## src/rtl/div_unit.sv

```systemverilog
// -----------------------------------------------------------------------------
// div_unit -- multi-cycle 32-bit integer divider (DIV / DIVU)
//
// Restoring shift-subtract divider producing one quotient bit per cycle.
// Operands are captured on the edge that accepts start_i. The divider then
// runs for 32 cycles and applies the sign fix-up in a single cycle. Lo receives
// the quotient and Hi the remainder. Signed division truncates toward zero,
// and the remainder takes the sign of the dividend.
//
// Ports
//   clk_i       rising-edge clock
//   rst_i       synchronous active-high reset
//   start_i     request a division (honoured only in IDLE)
//   signed_i    1 = signed (DIV), 0 = unsigned (DIVU); sampled with start_i
//   a_i         dividend; sampled with start_i
//   b_i         divisor; sampled with start_i
//   hi_o        remainder register
//   lo_o        quotient register
//   busy_o      high in every state except IDLE
//   done_o      one-cycle completion pulse (state DONE)
//   div_zero_o  one-cycle pulse alongside done_o when the divisor was zero
// -----------------------------------------------------------------------------
module div_unit (
  input  logic        clk_i,
  input  logic        rst_i,
  input  logic        start_i,
  input  logic        signed_i,
  input  logic [31:0] a_i,
  input  logic [31:0] b_i,
  output logic [31:0] hi_o,
  output logic [31:0] lo_o,
  output logic        busy_o,
  output logic        done_o,
  output logic        div_zero_o
);

  localparam logic [1:0] ST_IDLE = 2'd0;
  localparam logic [1:0] ST_CALC = 2'd1;
  localparam logic [1:0] ST_FIX  = 2'd2;
  localparam logic [1:0] ST_DONE = 2'd3;

  logic [1:0]  state_q,    state_d;
  logic [5:0]  cnt_q,      cnt_d;
  logic        signed_q,   signed_d;
  logic        a_neg_q,    a_neg_d;
  logic        b_neg_q,    b_neg_d;
  logic [31:0] divisor_q,  divisor_d;
  // quot_q starts out holding the dividend magnitude. Each cycle it shifts
  // left: the dividend MSB leaves at the top and a new quotient bit enters at
  // the bottom. After 32 steps the register holds only the quotient.
  logic [31:0] quot_q,     quot_d;
  // The remainder is always smaller than the divisor, so 32 bits hold it. The
  // 33rd bit exists only in the shifted value used for the trial subtraction.
  logic [31:0] rem_q,      rem_d;
  logic [31:0] hi_q,       hi_d;
  logic [31:0] lo_q,       lo_d;
  logic        div_zero_q, div_zero_d;

  logic [32:0] shifted;
  logic [33:0] diff;
  logic        q_bit;
  logic        neg_quot;
  logic        neg_rem;

  // Trial subtraction on the 33-bit shifted partial remainder. diff[33] is
  // the borrow, so it is clear exactly when the result is non-negative.
  always_comb begin
    shifted = {rem_q, quot_q[31]};
    diff    = {1'b0, shifted} - {2'b00, divisor_q};
    q_bit   = ~diff[33];
  end

  assign neg_quot = signed_q & (a_neg_q ^ b_neg_q);
  assign neg_rem  = signed_q & a_neg_q;

  always_comb begin
    state_d    = state_q;
    cnt_d      = cnt_q;
    signed_d   = signed_q;
    a_neg_d    = a_neg_q;
    b_neg_d    = b_neg_q;
    divisor_d  = divisor_q;
    quot_d     = quot_q;
    rem_d      = rem_q;
    hi_d       = hi_q;
    lo_d       = lo_q;
    div_zero_d = div_zero_q;

    case (state_q)
      ST_IDLE: begin
        if (start_i) begin
          signed_d  = signed_i;
          a_neg_d   = a_i[31];
          b_neg_d   = b_i[31];
          // The magnitude of 0x80000000 is 0x80000000, which is still
          // correct when read as an unsigned 32-bit value.
          quot_d    = (signed_i && a_i[31]) ? (32'd0 - a_i) : a_i;
          divisor_d = (signed_i && b_i[31]) ? (32'd0 - b_i) : b_i;
          rem_d     = 32'd0;
          cnt_d     = 6'd0;
          if (b_i == 32'd0) begin
            // Skip the iteration entirely. Hi/Lo stay untouched.
            state_d    = ST_DONE;
            div_zero_d = 1'b1;
          end else begin
            state_d = ST_CALC;
          end
        end
      end

      ST_CALC: begin
        rem_d  = q_bit ? diff[31:0] : shifted[31:0];
        quot_d = {quot_q[30:0], q_bit};
        cnt_d  = cnt_q + 6'd1;
        if (cnt_q == 6'd31) begin
          state_d = ST_FIX;
        end
      end

      ST_FIX: begin
        lo_d    = neg_quot ? (32'd0 - quot_q) : quot_q;
        hi_d    = neg_rem  ? (32'd0 - rem_q)  : rem_q;
        state_d = ST_DONE;
      end

      ST_DONE: begin
        // start_i is deliberately ignored here. Only IDLE accepts work.
        state_d    = ST_IDLE;
        div_zero_d = 1'b0;
      end

      default: begin
        state_d = ST_IDLE;
      end
    endcase
  end

  always_ff @(posedge clk_i) begin
    if (rst_i) begin
      state_q    <= ST_IDLE;
      cnt_q      <= 6'd0;
      signed_q   <= 1'b0;
      a_neg_q    <= 1'b0;
      b_neg_q    <= 1'b0;
      divisor_q  <= 32'd0;
      quot_q     <= 32'd0;
      rem_q      <= 32'd0;
      hi_q       <= 32'd0;
      lo_q       <= 32'd0;
      div_zero_q <= 1'b0;
    end else begin
      state_q    <= state_d;
      cnt_q      <= cnt_d;
      signed_q   <= signed_d;
      a_neg_q    <= a_neg_d;
      b_neg_q    <= b_neg_d;
      divisor_q  <= divisor_d;
      quot_q     <= quot_d;
      rem_q      <= rem_d;
      hi_q       <= hi_d;
      lo_q       <= lo_d;
      div_zero_q <= div_zero_d;
    end
  end

  assign hi_o       = hi_q;
  assign lo_o       = lo_q;
  assign busy_o     = (state_q != ST_IDLE);
  assign done_o     = (state_q == ST_DONE);
  assign div_zero_o = div_zero_q;

endmodule
```

## config.mk

```make
export PLATFORM = sky130hd
export DESIGN_NAME = div_unit
export DESIGN_NICKNAME = d
export VERILOG_FILES = /design/src/rtl/div_unit.sv
export SDC_FILE = /design/constraint.sdc
export NUM_CORES = 1
export LEC_CHECK = 0
export CORE_ASPECT_RATIO = 0.7
export CORE_MARGIN = 3
export CORE_UTILIZATION = 60
export DETAILED_ROUTE_END_ITERATION = 8
export DONT_BUFFER_PORTS = 1
export HOLD_SLACK_MARGIN = 0.06
export PLACE_DENSITY = 0.76
export SLEW_MARGIN = 20
export SYNTH_ARGS = -nofsm -noshare
export SYNTH_HDL_FRONTEND = slang
export SYNTH_SLANG_ARGS = --single-unit
export TNS_END_PERCENT = 5
```

## constraint.sdc

```tcl
create_clock -name clk_i -period 4.05 [get_ports clk_i]
set_clock_uncertainty 0.15 [all_clocks]
set_input_delay 0.6075 -clock clk_i [delete_from_list [all_inputs] [get_ports clk_i]]
set_output_delay 0.6075 -clock clk_i [all_outputs]
set_load 0.02 [all_outputs]
```

==> impl_metrics.ini, run 1 <==
[run_status]
status = finished clean

[routing]
met3_wirelength_mm = 3.834
drc_errors = 0
vias = 9825
drtIter0Drc = 969
wl_met1_mm = 14.70
wire_per_inst_um = 18.11
drt_wl_total_mm = 28.93
routed-wl-met2_mm = 10.24
antenna_left = 0
vias_per_cell = 6.152
top_layer = met4
firstDrtPassIters = 5

[sta]
max_slew_margin_pct = 42.41
rsz0062_at_grt = false
worst_pin_slew_ps = 863.9
drv_slew = 0
fin_hold_ws_ps = 109.4
fmax_ghz = 0.2865
hold_viol = 0
setup_viol = 0
fin_ws_ps = 559.7
period_needed_ps = 3490
finalSetupTns_ps = 0
period_share_pct = 86.18

[worst_setup_path]
crit_path_max_incr_delay_ps = 510
r2r_cells = 11
cp-end-kind = flip-flop
crit_path_start_kind = flip-flop
worst_r2r_endpoint = rem_q[17]
path_cells = ha_1, nand4_1, nor3_1, or4_1, a21o_1, a31oi_2, o31a_1, buf_4, nor2_1, a21oi_1, o21ai_0
worstSetupPathType = reg2reg
cp_max_fo = 40
r2r-start = rem_q[14]
startpoint = rem_q[14]
r2r_slack_ps = 560
critPathSlowestCell = dfxtp_1
worst_ep_required_time_ps = 4180
critPathArrivalTime_ps = 3620

[synth]
netlist_instances = 1401
netlist_top_cells_count = nand2_1, dfxtp_1, nor2_1
ys_types = 74
synth_top_area_cell = dfxtp_1
netlist_area_sq_um = 10780
ys_seq_area_share_pct = 31.94
yosysMostFrequentCell = nand2_1
syn_nets = 1511
async_flop_share_pct = 0
ys_warn_count = 0
ys.flop_type = dfxtp_1
yosys.area.top_type_share_pct = 31.94
syn_area_per_cell_sq_um = 7.694
ys_ff_latch = 172
netlist_top_cells_area = dfxtp_1, nand2_1, xor2_1
synth_edf_count = 0

[place]
gp_congestion = 0.9530
place_ws_ps = 678.9
dpl.cell_count = 1565
hpwl_mm = 21.52
place_area_sq_um = 10880
portBuffers = 0

[cts]
cts_tree = done
cts_setup_buffers = 0
ctsResizeCount = 0
clock_latency_ps = 430
cts_num_sinks = 172
cts-hold-fix-buffers = 0
cts_max_path_buffers = 2
cts.clk_slew.worst_paths_ps = 70
cts_htree_levels = 4
clockRootBuffer = clkbuf_16
cts_buffers = 17

[finish]
fin_nets = 1463
drive_gt1_share_pct = 5.857
final_cells = 1597
post-route-cell-area_sq_um = 11500
antenna_cells = 0
fillers = 1492
area_growth_pct = 6.721

[pwr]
p_leak_uw = 0.004092
power.density_nw_per_um2 = 511.3
peakVddDrop_mv = 0.3364

[die]
core.rowCount = 40
start_util_pct = 62.07
coreArea_sq_um = 17370
die_y_um = 118.1
die_x_um = 166.2
ioPinCount = 135
die_area_sq_um = 19630

[hold_path]
worstHoldStart = rst_i
worstHoldPathType = in2reg
hold_end = div_zero_o
holdPathStages = 1

[global_routing]
grt_antenna_before_repair = 0
grt_usage_pct = 28.15
grt_start_max_net_pins = 141
grt_pass1_vias = 8375
overflow = 0
grt_pass1_wl_mm = 45.31

[flow_run]
cap_violations = 0
-- metrics by stage --
step                total power (uW)  util [%]
global placement                4087     62.62
finish                          5882     66.24
global route                    6194     66.24
detailed placement              4122     62.62
CTS                             5853     66.24
floorplan                       3660         -
-- state kept, by name (all words and copies together) (netlist names), 2 cells and up --
register	flops
cnt_q	6
divisor_q	32
hi_o	32
lo_o	32
quot_q	32
rem_q	32
state_q	2
-- cells in the final DEF, fill, tap and decap left out, types with 16 or more instances in the layout --
cell type and n:
nor2_1 167, xor2_1 75, ha_1 39, nand2_1 177, dfxtp_1 172, o31ai_1 22
or3_1 25, xnor2_1 58, clkbuf_16 17, inv_1 54, a21oi_1 121, nor3_1 22
nand2b_1 16, a211oi_1 74, o21ai_0 102
-- power breakdown --
| part | switching, uW | internal [uW] | total (uW) |
|---|---|---|---|
| Combinational | 1250 | 736 | 1980 |
| Clock | 762 | 975 | 1740 |
| Sequential | 290 | 1870 | 2160 |
| Total | 2300 | 3580 | 5880 |
-- final cells by class --
class / count / area (sq um) / share of cell area [%]
Clock buffer: 19 / 452.9 / 3.937
Clock inverter: 13 / 175.2 / 1.523
Inverter: 54 / 202.7 / 1.762
Multi-Input combinational cell: 1095 / 6843 / 59.48
Sequential cell: 172 / 3443 / 29.93
Tap cell: 231 / 289.0 / 2.513
Timing Repair Buffer: 13 / 97.59 / 0.8484
-- logic make-up after synthesis --
group	Yosys count	synth area share, %
flip-flops	172	31.94
XOR/XNOR	133	10.81
multiplexers	11	1.033
AND/OR/NAND/NOR	487	21.60
AO/OA/AOI/OAI	422	24.91
buffers and inverters	134	4.759
adder cells (fa/ha/maj)	42	4.945
-- routing by layer --
metal | track usage [%] | up-vias
met5 | 0 | -
met4 | 4.727 | 0
met3 | 7.790 | 17
met2 | 33.98 | 484
met1 | 47.86 | 4436
li1 | - | 4888
-- critical path: cells and delay by family (launching register included) --
family / cells / cell delay [ps]
flops: 1 / 510
buf+inv: 1 / 360
fa+ha+maj: 1 / 380
compound gates: 5 / 1030
simple gates: 4 / 890
-- how the worst max path moves through the flow --
stage	end	slack, ps	cells past startpoint
global placement	rem_q[0]	800	10
CTS	rem_q[17]	620	11
global route	rem_q[9]	360	11
detailed placement	rem_q[17]	680	11
finish	rem_q[17]	560	11
floorplan	quot_q[27]	1080	9
(Power assumes the default switching activity.)
==> inputs of run 2 (changes only) <==
--- a/config.mk
+++ b/config.mk
@@ -12,6 +12,7 @@
 export DONT_BUFFER_PORTS = 1
 export HOLD_SLACK_MARGIN = 0.06
 export PLACE_DENSITY = 0.76
+export RECOVER_POWER = 100
 export SLEW_MARGIN = 20
 export SYNTH_ARGS = -nofsm -noshare
 export SYNTH_HDL_FRONTEND = slang
==> impl_metrics.ini, run 2 (synthesis results as in run 1) <==
[pwr]
peakVddDrop_mv = 0.3360
power.density_nw_per_um2 = 514.0
p_leak_uw = 0.004053

[finish]
antenna_cells = 0
area_growth_pct = 5.362
fin_nets = 1463
drive_gt1_share_pct = 4.392
layout_common_cells = nand2_1, dfxtp_1, nor2_1
mostFrequentLayoutCell = nand2_1
post-route-cell-area_sq_um = 11360
fin_util_pct = 65.40

[sta]
setup_viol = 0
period_share_pct = 90.71
fmax_ghz = 0.2722
rsz0062_at_grt = false
worst_pin_slew_ps = 2102
fin_ws_ps = 376.4
hold_viol = 0
max_slew_margin_pct = -40.14
drv_slew = 101
period_needed_ps = 3674
finalSetupTns_ps = 0

[die]
ioPinCount = 135
start_util_pct = 62.07
coreArea_sq_um = 17370
die_area_sq_um = 19630
die_y_um = 118.1
core.rowCount = 40
die_x_um = 166.2

[cts]
cts_buffers = 17
cts_tree = done
cts_htree_levels = 4
clockRootBuffer = clkbuf_16
clock_latency_ps = 430
ctsResizeCount = 0
cts.clk_slew.worst_paths_ps = 70
cts_max_path_buffers = 2
cts_num_sinks = 172
cts_setup_buffers = 0
cts-hold-fix-buffers = 0

[global_routing]
met3_usage_pct = 7.790
grt_use_met2_pct = 33.98
grt_pass1_vias = 8375
grt_usage_pct = 28.15
overflow = 0
top_usage_layer = met1
grt_antenna_before_repair = 0
grt_start_max_net_pins = 141
grt_pass1_wl_mm = 45.31
use_met1_pct = 47.86

[routing]
antenna_left = 0
firstDrtPassIters = 6
vias = 9796
drc_errors = 0
drt_wl_total_mm = 28.99
wire_per_inst_um = 18.15
vias_per_cell = 6.134
drtIter0Drc = 984

[worst_setup_path]
crit_path_start_kind = flip-flop
critPathArrivalTime_ps = 3830
cp-end-kind = flip-flop
cp_max_fo = 6
r2r_cells = 9
worst_ep_required_time_ps = 4210
worstSetupPathType = reg2reg

[place]
gp_congestion = 0.9530
place_area_sq_um = 10880
place_ws_ps = 678.9
portBuffers = 0
hpwl_mm = 21.52

[run_status]
status = complete, but fails checks
failed_checks = max-capacitance violations, max-slew violations

[hold_path]
holdPathStages = 1
worstHoldPathType = in2reg

[flow_run]
cap_violations = 2
-- run 2: changes by cell type in the layout (fill, tap and decap cells not counted), moves of 3 or more --
cell / change
nor3_1: +3
o21ai_1: -4
or4_1: +3
or4_4: -3
nor4_2: -3
o21ai_0: +4
buf_4: -3
nor4_1: +5
-- run 2: metrics by stage --
stage	instances	power, uW	hold WS (ps)
finish	1597	5837	108.7
global route	1597	6146	97.21
CTS	1597	5853	80.03
detailed placement	1565	4122	298.7
global placement	1565	4087	284.6
floorplan	1401	3660	275.0
-- run 2: critical path, cell delays in order (launching register included) --
cell and delay, ps:
dfxtp_1 410, or4_1 640, or4_1 460, nand2b_4 170, nor3b_1 510, nand3b_2 180, nor3_1 410, a31oi_1 200
xnor2_1 310, o21ai_0 110
-- run 2: power by group --
group          switching [uW]  leakage [uW]  internal (uW)  total, uW
Clock                     762      0.000307            975       1740
Sequential                286       0.00140           1870       2160
Combinational            1240       0.00235            706       1940
Total                    2290       0.00405           3550       5840
-- run 2: cell type report --
cell class,count,area (sq um)
clock buffer,19,452.9
fill,1516,6010
clock inverter,13,175.2
multi-input combinational,1095,6705
sequential,172,3443
timing repair buffer,13,88.84
inverter,54,202.7
tap,231,289.0
-- run 2: metal layers --
layer	part of all wire, %	wire, um
met5	0	0
met2	35	10270
met4	0.51	147
met1	51	14880
met3	13	3697
-- run 2: final timing paths --
path                               startpoint             to  slack [ps]
worst max-delay path                quot_q[6]       lo_o[31]         380
worst min-delay path                    rst_i     div_zero_o         110
worst max register to register      quot_q[6]       lo_o[31]         380
worst min register to register  divisor_q[25]  divisor_q[25]         320
==> inputs of run 3 (changes only) <==
--- a/config.mk
+++ b/config.mk
@@ -7,11 +7,10 @@
 export LEC_CHECK = 0
 export CORE_ASPECT_RATIO = 0.7
 export CORE_MARGIN = 3
-export CORE_UTILIZATION = 60
+export CORE_UTILIZATION = 35
 export DETAILED_ROUTE_END_ITERATION = 8
 export DONT_BUFFER_PORTS = 1
 export HOLD_SLACK_MARGIN = 0.06
-export PLACE_DENSITY = 0.76
 export RECOVER_POWER = 100
 export SLEW_MARGIN = 20
 export SYNTH_ARGS = -nofsm -noshare
==> impl_metrics.ini, run 3 (synthesis results as in run 1) <==
[worst_setup_path]
cp-end-kind = flip-flop
r2r_cells = 10
worst_ep_required_time_ps = 4230
critPathArrivalTime_ps = 3660
cp_max_fo = 11
r2r-start = rem_q[15]
crit_path_max_incr_delay_ps = 470
startpoint = rem_q[15]
worstSetupPathType = reg2reg
crit_path_start_kind = flip-flop
worst_r2r_endpoint = rem_q[16]
cp.depth = 10
critPathSlowestCell = ha_1
critPathCapture = rem_q[16]
r2r_slack_ps = 570
cp_num_buf_inv = 1
path_cells = ha_1, nand4_1, nor4b_1, or4_1, a21o_1, a31oi_2, o31ai_1, clkbuf_1, nand2_1, o21ai_0
cp_top_family = simple AND/OR/NAND/NOR gates

[place]
hpwl_mm = 24.45
gp_congestion = 0.9518
place_area_sq_um = 11120
portBuffers = 0

[pwr]
p_leak_uw = 0.004074
power_frac_comb_pct = 33.8
p_clk_share_pct = 29.5
power.density_nw_per_um2 = 501.9
seqPwrFrac_pct = 36.7
netSwitchingFraction_pct = 39.90
peakVddDrop_mv = 0.3123
power.net_switching_uw = 2338
total_power_uw = 5859
p_int_uw = 3521

[cts]
cts_htree_levels = 4
cts_num_sinks = 172
cts_buffers = 17
clockRootBuffer = clkbuf_16
clock_latency_ps = 430
cts_setup_buffers = 0
cts_max_path_buffers = 2
cts-hold-fix-buffers = 0
ctsResizeCount = 0
cts_tree = done
cts.clk_slew.worst_paths_ps = 70

[hold_path]
worstHoldStart = rst_i
worstHoldPathType = in2reg

[finish]
area_growth_pct = 8.311
post-route-cell-area_sq_um = 11670
mostFrequentLayoutCell = nand2_1
drive_gt1_share_pct = 5.048
fin_nets = 1464
seqCellArea_sq_um = 3443
fillers = 3142
antenna_cells = 0
multi_input_area_sq_um = 6783
fin_util_pct = 38.69
layout_common_cells = nand2_1, dfxtp_1, nor2_1

[run_status]
failed_checks = max-capacitance violations, max-slew violations
status = complete, but fails checks

[routing]
drc_errors = 0
firstDrtPassIters = 5
drtIter0Drc = 814
wire_per_inst_um = 18.13
vias = 9564
antenna_left = 0
vias_per_cell = 5.376
drt_wl_total_mm = 32.26

[sta]
hold_viol = 0
setup_viol = 0
drv_slew = 120
period_needed_ps = 3484
max_slew_margin_pct = -61.98
fmax_ghz = 0.2870
finalSetupTns_ps = 0
rsz0062_at_grt = false
worst_pin_slew_ps = 2430
period_share_pct = 86.03

[die]
coreArea_sq_um = 30170
die_x_um = 215.8
start_util_pct = 35.72
core.rowCount = 53
ioPinCount = 135
die_y_um = 152.8
die_area_sq_um = 32970

[global_routing]
overflow = 0
grt_pass1_vias = 8645
grt_start_max_net_pins = 141
grt_antenna_before_repair = 0
grt_usage_pct = 19.15
grt_pass1_wl_mm = 50.94

[flow_run]
cap_violations = 2
==> run 3: worst min path at each step <==
stage | depth (start not counted) | slack, ps | end
finish | 1 | 110 | div_zero_o
global route | 1 | 90 | divisor_q[31]
CTS | 1 | 90 | div_zero_o
detailed placement | 2 | 300 | divisor_q[30]
global placement | 2 | 290 | divisor_q[31]
floorplan | 2 | 280 | divisor_q[29]
==> run 3: cell type report <==
class,instances,area share [%]
Multi-Input combinational cell,1095,58.10
Sequential cell,172,29.49
Tap cell,412,4.415
Clock buffer,18,3.762
Inverter,54,1.736
Clock inverter,14,1.661
Timing Repair Buffer,14,0.8359
==> run 3: worst reg2reg max path, stage by stage (launching register included) <==
cell and delay [ps]:
dfxtp_1 400, ha_1 470, nand4_1 230, nor4b_1 310
or4_1 160, a21o_1 150, a31oi_2 180, o31ai_1 370
clkbuf_1 360, nand2_1 320, o21ai_0 300
==> run 3: routing by layer <==
layer	vias to the layer above	part of all wire, %	GRT usage, %
met5	-	0	0
met4	0	0.58	3.585
met3	13	9.5	6.379
met2	287	36	23.27
met1	4380	54	31.38
li1	4884	-	-
==> run 3: through the flow <==
stage	hold slack, ps	setup WS, ps	instances
2_1_floorplan	275.0	1076	1401
6_report	108.9	565.7	1779
3_3_place_gp	286.0	789.4	1747
4_1_cts	92.27	675.7	1779
3_5_place_dp	297.8	713.9	1747
5_1_grt	92.67	291.5	1779
==> run 3: power groups by stage <==
stage	sequential [uW]	clock, uW	combinational, uW
finish	2150	1730	1980
CTS	2150	1770	1980
detailed placement	2190	0	1980
global route	2180	1830	2240
global placement	2180	0	1970
floorplan	2100	0	1560
